--- src/rtl/pipe_pkg.sv ---
// Shared definitions for the MIPS inter-stage pipeline registers:
// per-stage payload widths, control-field layout and handshake states.
package pipe_pkg;

    // Datapath payload width for each stage boundary
    localparam int unsigned IF_ID_DATA_W  = 64;
    localparam int unsigned ID_EX_DATA_W  = 148;
    localparam int unsigned EX_MEM_DATA_W = 133;
    localparam int unsigned MEM_WB_DATA_W = 101;

    // Control payload layout
    localparam int unsigned CTRL_W         = 12;
    localparam int unsigned CTRL_REGDST    = 11;
    localparam int unsigned CTRL_JUMP      = 10;
    localparam int unsigned CTRL_BRANCH    = 9;
    localparam int unsigned CTRL_MEMREAD   = 8;
    localparam int unsigned CTRL_MEMTOREG  = 7;
    localparam int unsigned CTRL_MEMWRITE  = 6;
    localparam int unsigned CTRL_ALUSRC    = 5;
    localparam int unsigned CTRL_REGWRITE  = 4;
    localparam int unsigned CTRL_ALUOP_MSB = 3;
    localparam int unsigned CTRL_ALUOP_LSB = 0;

    // All control bits low: no register or memory write, safe bubble
    localparam logic [CTRL_W-1:0] CTRL_NOP = '0;

    // Occupancy of the stage register: main only, main+skid
    typedef enum logic [1:0] {
        ST_EMPTY = 2'd0,
        ST_ONE   = 2'd1,
        ST_FULL  = 2'd2
    } stage_state_t;

endpackage

--- src/rtl/pipe_skid_entry.sv ---
// One storage slot of the stage register: valid flag, datapath and control
// payload. Clear kills the slot and zeroes its control bits; data is left stale.
module pipe_skid_entry #(
    parameter int unsigned DATA_W = 96,
    parameter int unsigned CTRL_W = 12
) (
    input  logic              clk,
    input  logic              rst_n,
    input  logic              load,
    input  logic              clear,
    input  logic [DATA_W-1:0] d_data,
    input  logic [CTRL_W-1:0] d_ctrl,
    output logic              q_valid,
    output logic [DATA_W-1:0] q_data,
    output logic [CTRL_W-1:0] q_ctrl
);
    import pipe_pkg::*;

    // Slot register: clear wins over load
    always_ff @(posedge clk or negedge rst_n) begin
        if (!rst_n) begin
            q_valid <= 1'b0;
            q_data  <= '0;
            q_ctrl  <= '0;
        end else if (clear) begin
            q_valid <= 1'b0;
            q_ctrl  <= CTRL_W'(CTRL_NOP);
        end else if (load) begin
            q_valid <= 1'b1;
            q_data  <= d_data;
            q_ctrl  <= d_ctrl;
        end
    end

endmodule

--- src/rtl/pipe_stage_reg.sv ---
// Inter-stage pipeline register with valid/ready handshake, a 2-entry skid
// buffer (main drives the outputs, skid absorbs one beat of back-pressure),
// synchronous flush to a NOP bubble and a saturating stall counter.
module pipe_stage_reg #(
    parameter int unsigned DATA_W = 96,
    parameter int unsigned CTRL_W = pipe_pkg::CTRL_W,
    parameter int unsigned CNT_W  = 16
) (
    input  logic              clk,
    input  logic              rst_n,
    input  logic              in_valid,
    output logic              in_ready,
    input  logic [DATA_W-1:0] in_data,
    input  logic [CTRL_W-1:0] in_ctrl,
    input  logic              flush,
    output logic              out_valid,
    input  logic              out_ready,
    output logic [DATA_W-1:0] out_data,
    output logic [CTRL_W-1:0] out_ctrl,
    output logic [CNT_W-1:0]  stall_cnt
);
    import pipe_pkg::*;

    stage_state_t      state, state_next;
    logic              accept, drain;
    logic              main_load, main_clear, main_from_skid;
    logic              skid_load, skid_clear;
    logic              main_valid, skid_valid;
    logic [DATA_W-1:0] main_data, skid_data, main_d_data;
    logic [CTRL_W-1:0] main_ctrl, skid_ctrl, main_d_ctrl;

    // in_ready comes straight from the skid flop, so out_ready never reaches it
    assign in_ready  = ~skid_valid;
    assign accept    = in_valid & in_ready;
    assign drain     = main_valid & out_ready;

    assign out_valid = main_valid;
    assign out_data  = main_data;
    assign out_ctrl  = main_valid ? main_ctrl : CTRL_W'(CTRL_NOP);

    assign main_d_data = main_from_skid ? skid_data : in_data;
    assign main_d_ctrl = main_from_skid ? skid_ctrl : in_ctrl;

    // Occupancy state register
    always_ff @(posedge clk or negedge rst_n) begin
        if (!rst_n) state <= ST_EMPTY;
        else        state <= state_next;
    end

    // Next occupancy and slot load/clear strobes; flush overrides everything
    always_comb begin
        state_next     = state;
        main_load      = 1'b0;
        main_clear     = 1'b0;
        main_from_skid = 1'b0;
        skid_load      = 1'b0;
        skid_clear     = 1'b0;
        if (flush) begin
            state_next = ST_EMPTY;
            main_clear = 1'b1;
            skid_clear = 1'b1;
        end else begin
            unique case (state)
                ST_EMPTY: begin
                    if (accept) begin
                        main_load  = 1'b1;
                        state_next = ST_ONE;
                    end
                end
                ST_ONE: begin
                    if (accept && drain) begin
                        main_load = 1'b1;
                    end else if (accept) begin
                        skid_load  = 1'b1;
                        state_next = ST_FULL;
                    end else if (drain) begin
                        main_clear = 1'b1;
                        state_next = ST_EMPTY;
                    end
                end
                ST_FULL: begin
                    if (drain) begin
                        main_load      = 1'b1;
                        main_from_skid = 1'b1;
                        skid_clear     = 1'b1;
                        state_next     = ST_ONE;
                    end
                end
                default: begin
                    state_next = ST_EMPTY;
                    main_clear = 1'b1;
                    skid_clear = 1'b1;
                end
            endcase
        end
    end

    pipe_skid_entry #(
        .DATA_W (DATA_W),
        .CTRL_W (CTRL_W)
    ) u_main (
        .clk     (clk),
        .rst_n   (rst_n),
        .load    (main_load),
        .clear   (main_clear),
        .d_data  (main_d_data),
        .d_ctrl  (main_d_ctrl),
        .q_valid (main_valid),
        .q_data  (main_data),
        .q_ctrl  (main_ctrl)
    );

    pipe_skid_entry #(
        .DATA_W (DATA_W),
        .CTRL_W (CTRL_W)
    ) u_skid (
        .clk     (clk),
        .rst_n   (rst_n),
        .load    (skid_load),
        .clear   (skid_clear),
        .d_data  (in_data),
        .d_ctrl  (in_ctrl),
        .q_valid (skid_valid),
        .q_data  (skid_data),
        .q_ctrl  (skid_ctrl)
    );

    // Saturating count of stalled cycles; only reset clears it
    always_ff @(posedge clk or negedge rst_n) begin
        if (!rst_n) begin
            stall_cnt <= '0;
        end else if (main_valid && !out_ready && (stall_cnt != '1)) begin
            stall_cnt <= stall_cnt + CNT_W'(1);
        end
    end

endmodule

--- config.mk ---
export PLATFORM = sky130hd
export DESIGN_NAME = pipe_stage_reg
export DESIGN_NICKNAME = d
export VERILOG_FILES = /design/src/rtl/pipe_pkg.sv /design/src/rtl/pipe_skid_entry.sv /design/src/rtl/pipe_stage_reg.sv
export SDC_FILE = /design/constraint.sdc
export NUM_CORES = 1
export LEC_CHECK = 0
export ABC_AREA = 1
export CAP_MARGIN = 40
export CORE_ASPECT_RATIO = 1.25
export CORE_MARGIN = 3
export CORE_UTILIZATION = 45
export CTS_BUF_LIST = sky130_fd_sc_hd__clkbuf_8
export DETAILED_ROUTE_END_ITERATION = 10
export GPL_ROUTABILITY_DRIVEN = 0
export PLACE_DENSITY = 0.72
export SLEW_MARGIN = 20
export SYNTH_ARGS = -nofsm -noshare
export SYNTH_HDL_FRONTEND = slang
export SYNTH_SLANG_ARGS = --single-unit
--- constraint.sdc ---
create_clock -name clk -period 2.8 [get_ports clk]
set_clock_uncertainty 0.1 [all_clocks]
set_input_delay 0.56 -clock clk [delete_from_list [all_inputs] [get_ports clk]]
set_output_delay 0.56 -clock clk [all_outputs]
set_load 0.02 [all_outputs]
## Word level (Yosys, flattened, before mapping)

Cells that the tools add are included.

| word-level totals | value |
|---|---|
| register bits | 236 |

| operators by class | value |
|---|---|
| $add $sub $neg | 1 |
| equality and inequality tests | 7 |
| multiplexer cells | 34 |
| bitwise operators | 5 |
| reduce and logical (&&, ||, !) cells | 12 |

Operators by type and width:

| operator | number |
|---|---|
| two-way mux 96 bit | 1 |
| two-way mux 12 bit | 6 |
| two-way mux 1 bit | 17 |
| adder 16 x 1 -> 16 bit (second input constant) | 1 |
| != test 16 bit (second input constant) | 1 |
| two-way mux 2 bit | 6 |
| != test 3 bit (second input constant) | 3 |
| one-hot mux 2 bit (3 select lines) | 1 |
| != test 4 bit (second input constant) | 1 |
| one-hot mux 1 bit (2 select lines) | 2 |
| AND reduction 2 bit | 2 |
| AND reduction 4 bit | 1 |
| nonzero test 2 bit | 2 |
| OR reduction 2 bit | 2 |
| logical AND 1 bit | 3 |
| NOT 1 bit | 3 |
| one-hot mux 1 bit (3 select lines) | 1 |
| AND 1 bit | 2 |
| equality test 2 x 1 -> 1 bit (second input constant) | 1 |
| equality test 2 bit (second input constant) | 1 |
| zero test 2 bit | 1 |
| zero test 1 bit | 1 |

## Logic depth before layout (Yosys ltp)

Gate-level depths: netlist of run 1.

| depth | value |
|---|---|
| word-level depth | 8 |
| gate-level depth with buffers | 10 |
| gate-level depth less buffers | 9 |

## Modules after synthesis

From an unflattened synthesis of run 1, not the netlist that was laid out.

| second synthesis, totals | value |
|---|---|
| cell total of the unflattened synthesis | 1519 |
| area, all modules | 11501.0 µm² |

By module, submodules not included:

| module | times used | cells each | area each (µm²) | sequential area each (µm²) |
|---|---|---|---|---|
| pipe_skid_entry | 2 | 473 | 4315.4 | 2727.6 |
| pipe_stage_reg | 1 | 573 | 2870.3 | 450.4 |

## Worst setup path before layout of run 1

OpenSTA, ideal clock, no wires.

| path | value |
|---|---|
| path kind | register to register |
| start | reg u_main.q_valid |
| end | reg u_main.q_data[55] |
| data arrival time | 1.483 ns |
| data required time | 2.582 ns |
| slack | 1.100 ns |
| stages on the path, launching flop included | 9 |
| buffers on the path | 2 |
| period minus slack after synthesis | 1.700 ns |
| cell sequence | dfrtp_1 nand2_2 nor2_4 nand2_2 buf_6 buf_6 or2_0 nand3_1 nand2_1 |

| on the way | value |
|---|---|
| cells in the longest elaborated chain, start to end | 8 |

RTL lines:

| what | RTL line | RTL |
|---|---|---|
| start: declaration | pipe_skid_entry.sv:13 | `output logic q_valid,` |
| start signal: assignment | pipe_skid_entry.sv:22 | `q_valid <= 1'b0;` |
| start signal: assignment | pipe_skid_entry.sv:26 | `q_valid <= 1'b0;` |
| start signal: assignment | pipe_skid_entry.sv:29 | `q_valid <= 1'b1;` |
| AND 1 bit * | pipe_stage_reg.sv:35 | `assign drain = main_valid & out_ready;` |
| two-way mux 1 bit | pipe_stage_reg.sv:76, pipe_stage_reg.sv:82 |  |
| two-way mux 1 bit | pipe_stage_reg.sv:73 | `end else if (accept) begin` |
| two-way mux 1 bit | pipe_stage_reg.sv:71 | `if (accept && drain) begin` |
| one-hot mux 1 bit (2 select lines) | pipe_stage_reg.sv:63 | `unique case (state)` |
| two-way mux 1 bit | pipe_stage_reg.sv:58 | `if (flush) begin` |
| NOT 1 bit (no line) | - |  |
| AND reduction 2 bit (no line) | - |  |
| end signal: assignment | pipe_skid_entry.sv:30 | `q_data <= d_data;` |
| end: declaration | pipe_skid_entry.sv:14 | `output logic [DATA_W-1:0] q_data,` |

Mark *: on every way between the ends. The rest lies on a longest branch, timed or not.
A chain may end at the register's enable or synchronous reset.

## Final worst setup path of run 1

| path | value |
|---|---|
| start | reg u_main.q_valid |
| end | out out_ctrl[1] |

| on the way | value |
|---|---|
| cells in the longest elaborated chain, start to end | 1 |

RTL lines:

| what | RTL line | RTL |
|---|---|---|
| two-way mux 12 bit | pipe_stage_reg.sv:39 | `assign out_ctrl = main_valid ? main_ctrl : CTRL_W'(CTRL_NOP);` |
| end: declaration | pipe_stage_reg.sv:19 | `output logic [CTRL_W-1:0] out_ctrl,` |

Every way passes these cells.

==> impl_metrics.toml, run 1 <==
[status]
outcome = "complete, no violations"

[sta]
setup_viol_count_final = 0
final-hold-violation-count = 0
relSlewSlack = 0.6234
fin_tns_setup_ns = 0
fin_crit_sh = 0.8986
fin_crit_ns = 2.516
worst_pin_slew_ns = 0.5649
max_freq_ghz = 0.3975
rsz0062_at_grt = "no"
slew_violations = 0

[yosys]
syn_nets = 1468
synth_area_leaders = "dfrtp_1 55%, nand2_1 17%, o21ai_0 6.0%"
synth_seq_cells = 236
avgSynthCellArea_sq_um = 7.950
synth_top_family_by_area = "simple AND/OR/NAND/NOR gates"
seq_area_frac_synth = 0.5486
synthAdderAreaFrac = 0.001162
synthTopCellsByCount = "495 x nand2_1, 236 x dfrtp_1, 140 x inv_1"
netlist_instances = 1354
yosysWarnings = 0
synth_flop_cell = "dfrtp_1"
async_flop_share = 1.000
synth.most_common_cell = "nand2_1"
synth_cell_types = 23
synth_edf_count = 0
synthSimpleGateAreaFrac = 0.2855
synth_compound_area_frac = 0.07648
synthMuxAreaShare = 0
synth_area_sq_um = 10760
yosys.area.top_type = "dfrtp_1"
synth-xor-area-share = 0.006509
synth_top_area_frac = 0.5486

[floorplan]
io_pins = 239
core_sq_um = 23270
die-height_um = 178.9
start_util = 0.4625
die-width_um = 144.3
dieArea_sq_um = 25820
rows = 62

[cts]
cts.clk_slew.worst_paths_ns = 0.06
cts_max_path_buffers = 3
root_buffer = "clkbuf_8"
cts_tree = "built"
cts.sinks = 236
cts_htree_levels = 2
cts_made_buffers = 41
cts_setup_buffers = 0
clk_latency_ns = 0.52

[setup_path]
end_kind = "output pin"
worstSetupPathType = "reg2out"
r2r_end = "u_main.q_data[52]$_DFFE_PN0P_"
critical_path.max_fanout = 16
r2r_slack_ns = 0.67
crit_required_ns = 2.14
cp-start-kind = "register"
reg2regPathDepth = 7
critPathArrivalTime_ns = 1.86
timing.rr.start = "u_main.q_valid$_DFFE_PN0P_"

[placement]
place_hpwl_mm = 17.40
post_dp_cell_area_sq_um = 13480
portBuffers = 238

[min_path]
hp-start = "u_main.q_data[84]$_DFFE_PN0P_"
min_path_cells = 2
hold_path_class = "reg2reg"
hold_end = "u_main.q_data[84]$_DFFE_PN0P_"

[power_and_ir_drop]
powerDensity_nw_per_um2 = 840.3
ir_worst_vdd_uv = 504.7
total_leakage_power_nw = 7.360

[global_routing]
grt_max_degree = 117
grt-ovfl-total = 0
grtUsageTotal = 0.2054
grt_pass1_wl_mm = 43.68
grt_pass1_vias = 9103
grt_antenna_before_repair = 1

[routing]
vias = 9256
dr.pass1.iters = 5
route.detailed.drc = 0
routedWlPerCell_um = 13.88
antenna_left = 0
drtIter0Drc = 476
vias_per_cell = 4.861
wirelength_mm = 26.42

[final_layout]
area_growth_pct = 33.07
drive_gt1_frac = 0.07993
post-route-util = 0.6155
fin_area_sq_um = 14320
fin_nets = 1698

[run]
maxCapViolCount = 0
[area by class of cell]
class	count	area, sq um
Multi-Input combinational cell	902	4016
Tap cell	288	360.3
Sequential cell	236	5907
Timing Repair Buffer	261	2675
Clock buffer	54	743.2
Clock inverter	19	82.58
Fill cell	1995	8949
Antenna cell	2	5.005
Inverter	142	534.3
[registers in the layout (all words and copies together) (netlist names)]
name,cells
u_main.q_data,96
u_skid.q_data,96
stall_cnt,16
u_main.q_ctrl,12
u_skid.q_ctrl,12
state,2
u_main.q_valid,1
u_skid.q_valid,1
[how the worst max path moves through the flow]
| stage | start | to | slack (ns) | depth (start not counted) |
|---|---|---|---|---|
| 4_1_cts | u_main.q_valid$_DFFE_PN0P_ | out_ctrl[1] | 0.06 | 3 |
| 6_report | u_main.q_valid$_DFFE_PN0P_ | out_ctrl[1] | 0.28 | 3 |
| 3_3_place_gp | in_valid | u_skid.q_ctrl[9]$_DFFE_PN0P_ | 0.29 | 8 |
| 3_5_place_dp | in_valid | u_skid.q_ctrl[11]$_DFFE_PN0P_ | 0.27 | 8 |
| 5_1_grt | u_main.q_valid$_DFFE_PN0P_ | out_ctrl[8] | 0.17 | 3 |
| 2_1_floorplan | u_main.q_valid$_DFFE_PN0P_ | u_main.q_data[55]$_DFFE_PN0P_ | 1.10 | 8 |
[routing by layer]
layer | vias up | share of wire | track usage
li1 | 4645 | - | -
met1 | 4330 | 0.43 | 0.2629
met2 | 232 | 0.48 | 0.3449
met3 | 49 | 0.053 | 0.04216
met4 | 0 | 0.027 | 0.07426
met5 | - | 0 | 0
[critical path, stage by stage (launching register included)]
cell and delay [ns]:
dfrtp_2 0.55, nand2_1 0.10, inv_1 0.08, clkdlybuf4s50_1 0.61
[what timing repair did]
item,4_1_cts,5_1_grt
hold buffers,1,0
hold endpoints to repair,67,0
resized for setup,0,1
endpoints found under the setup margin,0,10
[cells in the final DEF, fill, tap and decap left out, drive strengths merged, types with 2 or more instances in the layout]
cell and n:
a21oi 29, buf 23, clkbuf 54, clkdlybuf4s50 237
clkinv 7, dfrtp 236, diode 2, inv 153
nand2 497, nand3 108, nand4 3, nor2 48
o21ai 134, or2 72, xnor2 5, xor2 3
[per-stage QoR]
stage                     instances  worst slack [ns]  hold slack (ns)  total power, W
final                          1904            0.2840           0.3733         0.01204
after global routing           1903            0.1715           0.3961         0.01285
after CTS                      1902           0.05572           0.3803         0.01219
after detailed placement       1828            0.2662           0.3640        0.009024
after global placement         1827            0.2923           0.3581        0.008890
after floorplan                1354             1.100           0.1644        0.007177
[cell families after synthesis]
kind of cell | Yosys count
and+or+nand+nor | 729
xor gates and xnor gates | 8
adders and majority gates | 1
AOI/OAI and AO/OA | 164
buffers and inverters | 216
DFF | 236
[power by group]
| group | total, W | switching (W) | internal, W |
|---|---|---|---|
| Sequential | 0.00531 | 0.000664 | 0.00465 |
| Clock | 0.00310 | 0.00138 | 0.00172 |
| Combinational | 0.00363 | 0.00196 | 0.00167 |
| Total | 0.0120 | 0.00400 | 0.00803 |
(Power assumes the default switching activity.)
==> run 2: changes to the inputs <==
--- a/config.mk
+++ b/config.mk
@@ -8,7 +8,7 @@
 export ABC_AREA = 1
 export CAP_MARGIN = 40
 export CORE_ASPECT_RATIO = 1.25
-export CORE_MARGIN = 3
+export CORE_MARGIN = 8
 export CORE_UTILIZATION = 45
 export CTS_BUF_LIST = sky130_fd_sc_hd__clkbuf_8
 export DETAILED_ROUTE_END_ITERATION = 10
==> run 2 against run 1 <==
Net effect: cell area decreased by 0.60%; combinational power increased by 1%; count of clock-buffer cells in the layout down 2; highest routed layer unchanged; worst hold slack better by 0.0015 ns; die area up 13%; sequential share of layout area rose by 0.25 points; utilization decreased by 1.3 points; setup slack got worse by 0.039 ns; final cell count shrank 0.47%; routed wire length rose by 4.5%; sequential cell count did not move; largest power group unchanged.
==> impl_metrics.toml, run 2 (same netlist as run 1, synthesis figures left out) <==
[sta]
worst_pin_slew_ns = 0.5680
fin_crit_ns = 2.555
max_freq_ghz = 0.3914
final-hold-violation-count = 0
fin_crit_sh = 0.9126
hold_ws_ns = 0.3748
fin_tns_setup_ns = 0
slew_violations = 0
setup_viol_count_final = 0
rsz0062_at_grt = "no"
relSlewSlack = 0.6214

[setup_path]
crit_required_ns = 2.14
critPathArrivalTime_ns = 1.90
critical_path.max_fanout = 16
end_kind = "output pin"
worstSetupPathType = "reg2out"
cp-start-kind = "register"
slowest_delay_ns = 0.61
timing.rr.start = "u_main.q_valid$_DFFE_PN0P_"
reg2regPathDepth = 7
r2r_end = "u_main.q_data[51]$_DFFE_PN0P_"
worst-path-buf-inv = 2
crit_chain = "nand2_1 > inv_1 > clkdlybuf4s50_1"
cp_top_family = "buffers and inverters"
r2r_slack_ns = 0.69
critPathSlowestCell = "clkdlybuf4s50_1"

[status]
outcome = "complete, no violations"

[placement]
portBuffers = 238
post_dp_cell_area_sq_um = 13450
place_hpwl_mm = 18.53

[power_and_ir_drop]
ir_worst_vdd_uv = 423.9
powerDensity_nw_per_um2 = 837.4
total_power_w = 0.01192
total_leakage_power_nw = 7.307

[floorplan]
die-width_um = 154.3
dieArea_sq_um = 29160
io_pins = 239
rows = 63
start_util = 0.4552
core_sq_um = 23650
die-height_um = 188.9

[final_layout]
area_growth_pct = 32.27
top_regs = "u_main.q_data (96), u_skid.q_data (96), stall_cnt (16)"
post-route-util = 0.6021
fin_nets = 1692
fin_area_sq_um = 14240
final_common_cell = "nand2_1"
fillers = 2081
drive_gt1_frac = 0.07303
layout_common_cells = "495 x nand2_1, 237 x clkdlybuf4s50_1, 235 x dfrtp_1"

[min_path]
hold_path_class = "reg2reg"
hold_end = "u_main.q_data[73]$_DFFE_PN0P_"
min_path_cells = 2
hp-start = "u_main.q_data[73]$_DFFE_PN0P_"

[cts]
root_buffer = "clkbuf_8"
cts_tree = "built"
cts_htree_levels = 2
clk_latency_ns = 0.51
cts.clk_slew.worst_paths_ns = 0.06
cts_made_buffers = 40
cts_setup_buffers = 0
cts_max_path_buffers = 3
cts.sinks = 236

[run]
maxCapViolCount = 0

[global_routing]
grt-ovfl-total = 0
grt_max_degree = 121
grt_pass1_wl_mm = 46.37
grt_antenna_before_repair = 1
grt_pass1_vias = 9483
grtUsageTotal = 0.1913

[routing]
routedWlPerCell_um = 14.57
vias = 9270
antenna_left = 0
dr.pass1.iters = 5
vias_per_cell = 4.892
drtIter0Drc = 455
route.detailed.drc = 0
wirelength_mm = 27.60
run 2: cell type report:
class | count | area, sq um | share of cell area
Clock buffer | 52 | 715.7 | 0.05027
Tap cell | 292 | 365.4 | 0.02566
Multi-Input combinational cell | 902 | 4016 | 0.2821
Clock inverter | 14 | 58.81 | 0.004130
Inverter | 142 | 534.3 | 0.03753
Antenna cell | 1 | 2.502 | 0.0001758
Sequential cell | 236 | 5907 | 0.4149
Timing Repair Buffer | 256 | 2638 | 0.1853
run 2: metal layers:
metal / track usage / up-vias / part of all wire
met5: 0 / - / 0
met4: 0.07968 / 0 / 0.035
met3: 0.04288 / 60 / 0.055
met2: 0.3286 / 236 / 0.49
met1: 0.2277 / 4354 / 0.42
li1: - / 4620 / -
run 2: metrics by stage:
| step | cells | setup WS, ns |
|---|---|---|
| 5_1_grt | 1895 | 0.1602 |
| 3_5_place_dp | 1827 | 0.2711 |
| 4_1_cts | 1894 | 0.03144 |
| 3_3_place_gp | 1826 | 0.3241 |
| 6_report | 1895 | 0.2448 |
| 2_1_floorplan | 1354 | 1.100 |
run 2: where the power goes:
group | internal, W | total (W) | switching [W]
Combinational | 0.00166 | 0.00367 | 0.00201
Sequential | 0.00465 | 0.00529 | 0.000643
Clock | 0.00165 | 0.00297 | 0.00132
run 2: timing repair:
item / 4_1_cts / 5_1_grt
endpoints found under the setup margin: 0 / 9
hold endpoints to repair: 67 / 0
resized for setup: 0 / 1
hold buffers: 1 / 0
run 2: worst max-delay path by stage:
stage                                from                            end  slack [ns]  cells past startpoint
2_1_floorplan  u_main.q_valid$_DFFE_PN0P_  u_main.q_data[55]$_DFFE_PN0P_        1.10                      8
5_1_grt        u_main.q_valid$_DFFE_PN0P_                   out_ctrl[11]        0.16                      3
4_1_cts        u_main.q_valid$_DFFE_PN0P_                   out_ctrl[11]        0.03                      3
3_3_place_gp                    out_ready   u_main.q_data[4]$_DFFE_PN0P_        0.32                      8
6_report       u_main.q_valid$_DFFE_PN0P_                   out_ctrl[11]        0.24                      3
3_5_place_dp                    out_ready  u_main.q_data[51]$_DFFE_PN0P_        0.27                      8
run 2: tightest hold or removal path, delay by kind of cell (launching register included):
family / cells / cell delay (ns)
AND/OR/NAND/NOR: 2 / 0.10
flip-flops: 1 / 0.34
==> run 3: changes to the inputs <==
--- a/config.mk
+++ b/config.mk
@@ -9,11 +9,11 @@
 export CAP_MARGIN = 40
 export CORE_ASPECT_RATIO = 1.25
 export CORE_MARGIN = 8
-export CORE_UTILIZATION = 45
+export CORE_UTILIZATION = 57
 export CTS_BUF_LIST = sky130_fd_sc_hd__clkbuf_8
 export DETAILED_ROUTE_END_ITERATION = 10
 export GPL_ROUTABILITY_DRIVEN = 0
-export PLACE_DENSITY = 0.72
+export PLACE_DENSITY = 0.89
 export SLEW_MARGIN = 20
 export SYNTH_ARGS = -nofsm -noshare
 export SYNTH_HDL_FRONTEND = slang
==> run 3 against run 2 <==
Net effect: maximum frequency is 0.22% higher; setup slack improved by 0.0057 ns; sequential share of layout area is 0.19 points higher; via count rose by 3.4%; clock power barely moved; sequential power up 0.9%; routed wire length up 1.7%; sequential cell count unchanged; first-iteration DRC count grew 56%; utilization grew 16 points; non-clock buffer count increased by 3; critical path depth stayed put; critical path type unchanged; largest cell class unchanged.
==> impl_metrics.toml, run 3 (same netlist as run 1, synthesis figures left out) <==
[cts]
clk_latency_ns = 0.51
cts_setup_buffers = 0
cts.clk_slew.worst_paths_ns = 0.06
cts.sinks = 236
cts_made_buffers = 38
cts_max_path_buffers = 3
cts_htree_levels = 2
cts_tree = "built"
root_buffer = "clkbuf_8"

[power_and_ir_drop]
total_leakage_power_nw = 7.312
ir_worst_vdd_uv = 600.1
powerDensity_nw_per_um2 = 848.2

[setup_path]
critical_path.max_fanout = 16
timing.rr.start = "u_main.q_valid$_DFFE_PN0P_"
critPathArrivalTime_ns = 1.89
crit_required_ns = 2.14
worstSetupPathType = "reg2out"
critical_path.endpoint = "out_ctrl[2]"
r2r_end = "u_main.q_data[51]$_DFFE_PN0P_"
end_kind = "output pin"
r2r_slack_ns = 0.70
cp_top_family = "buffers and inverters"
cp-start-kind = "register"
reg2regPathDepth = 7
cp-startpoint = "u_main.q_valid$_DFFE_PN0P_"
crit_chain = "nand2_1 > inv_1 > clkdlybuf4s50_1"
critPathSlowestCell = "clkdlybuf4s50_1"
cp.depth = 3
slowest_delay_ns = 0.60
worst-path-buf-inv = 2

[sta]
fin_tns_setup_ns = 0
final-hold-violation-count = 0
slew_violations = 0
fin_ws_ns = 0.2505
relSlewSlack = 0.5831
worst_pin_slew_ns = 0.6253
rsz0062_at_grt = "no"
max_freq_ghz = 0.3922
fin_crit_sh = 0.9105
setup_viol_count_final = 0
fin_crit_ns = 2.549

[routing]
routedWlPerCell_um = 15.25
vias_per_cell = 5.211
wirelength_mm = 28.06
route.detailed.drc = 0
dr.pass1.iters = 5
vias = 9589
antenna_left = 0
drtIter0Drc = 709

[placement]
dpl_worst_slack_ns = 0.2786
place_hpwl_mm = 18.67
portBuffers = 238

[floorplan]
die-width_um = 138.9
io_pins = 239
die-height_um = 169.6
core_sq_um = 18640
start_util = 0.5775
dieArea_sq_um = 23560
rows = 56

[status]
outcome = "complete, no violations"

[final_layout]
top_regs = "u_main.q_data (96), u_skid.q_data (96), stall_cnt (16)"
area_growth_pct = 31.65
fin_nets = 1693
fillers = 1306
final_common_cell = "nand2_1"
layout_common_cells = "495 x nand2_1, 237 x clkdlybuf4s50_1, 235 x dfrtp_1"
drive_gt1_frac = 0.07659

[global_routing]
grt-ovfl-total = 0
grt_max_degree = 127
grt_antenna_before_repair = 4
grtUsageTotal = 0.2351
grt_pass1_wl_mm = 45.77
grt_pass1_vias = 9513

[min_path]
hold_path_class = "reg2reg"

[run]
maxCapViolCount = 0
run 3: changes by cell type in the layout (fill, tap and decap cells not counted), sizes merged:
cell / change
clkinvlp: +1
bufinv: +1
clkinv: +6
buf: +3
inv: -3
diode: +1
clkbuf: -4
run 3: final cells by class:
cell class	instances	area [sq um]	area share
diodes	2	5.005	0.0003532
clock buffers	48	660.6	0.04662
flip-flops and latches	236	5907	0.4168
multi-input cells	902	4016	0.2834
well taps	232	290.3	0.02048
repair buffers	259	2648	0.1868
clock inverters	19	110.1	0.007770
inverters	142	534.3	0.03770
run 3: stage by stage:
stage	util	cells	hold WS (ns)	cell area, sq um	power (W)
2_1_floorplan	-	1354	0.1644	10760	0.007177
3_3_place_gp	0.7177	1769	0.3584	13380	0.008883
3_5_place_dp	0.7181	1770	0.3642	13380	0.009073
4_1_cts	0.7600	1838	0.3802	14160	0.01211
5_1_grt	0.7603	1840	0.3949	14170	0.01271
6_report	0.7603	1840	0.3754	14170	0.01202
run 3: worst min path at each step:
stage / startpoint / endpoint / depth (start not counted)
floorplan: rst_n / stall_cnt[0]$_DFFE_PN0P_ / 0
CTS: u_main.q_data[75]$_DFFE_PN0P_ / u_main.q_data[75]$_DFFE_PN0P_ / 2
global placement: u_skid.q_data[37]$_DFFE_PN0P_ / u_skid.q_data[37]$_DFFE_PN0P_ / 2
global route: u_main.q_data[75]$_DFFE_PN0P_ / u_main.q_data[75]$_DFFE_PN0P_ / 2
finish: u_main.q_data[75]$_DFFE_PN0P_ / u_main.q_data[75]$_DFFE_PN0P_ / 2
detailed placement: u_main.q_data[75]$_DFFE_PN0P_ / u_main.q_data[75]$_DFFE_PN0P_ / 2
run 3: power breakdown:
group / internal, W / switching (W) / total [W]
Combinational: 0.00166 / 0.00204 / 0.00370
Clock: 0.00164 / 0.00134 / 0.00297
Sequential: 0.00465 / 0.000698 / 0.00534
Total: 0.00795 / 0.00407 / 0.0120
run 3: per-layer routing:
layer	vias to the layer above	share of wire	wire (um)	global-route usage
met2	376	0.50	13970	0.3978
met1	4510	0.40	11200	0.2848
met3	70	0.068	1897	0.04925
met4	4	0.034	962	0.1110
met5	-	0.00082	23	0
li1	4629	-	-	-
run 3: timing repair:
item / in CTS / in global routing
endpoints found under the hold margin: 79 / 0
hold buffers: 1 / 0
setup endpoints to repair: 0 / 3
resized for setup: 0 / 1
run 3: worst min-delay path: cells and delay by family, from the launching register on:
| kind | cells | cell delay (ns) |
|---|---|---|
| flip-flops | 1 | 0.34 |
| AND/OR/NAND/NOR | 2 | 0.10 |
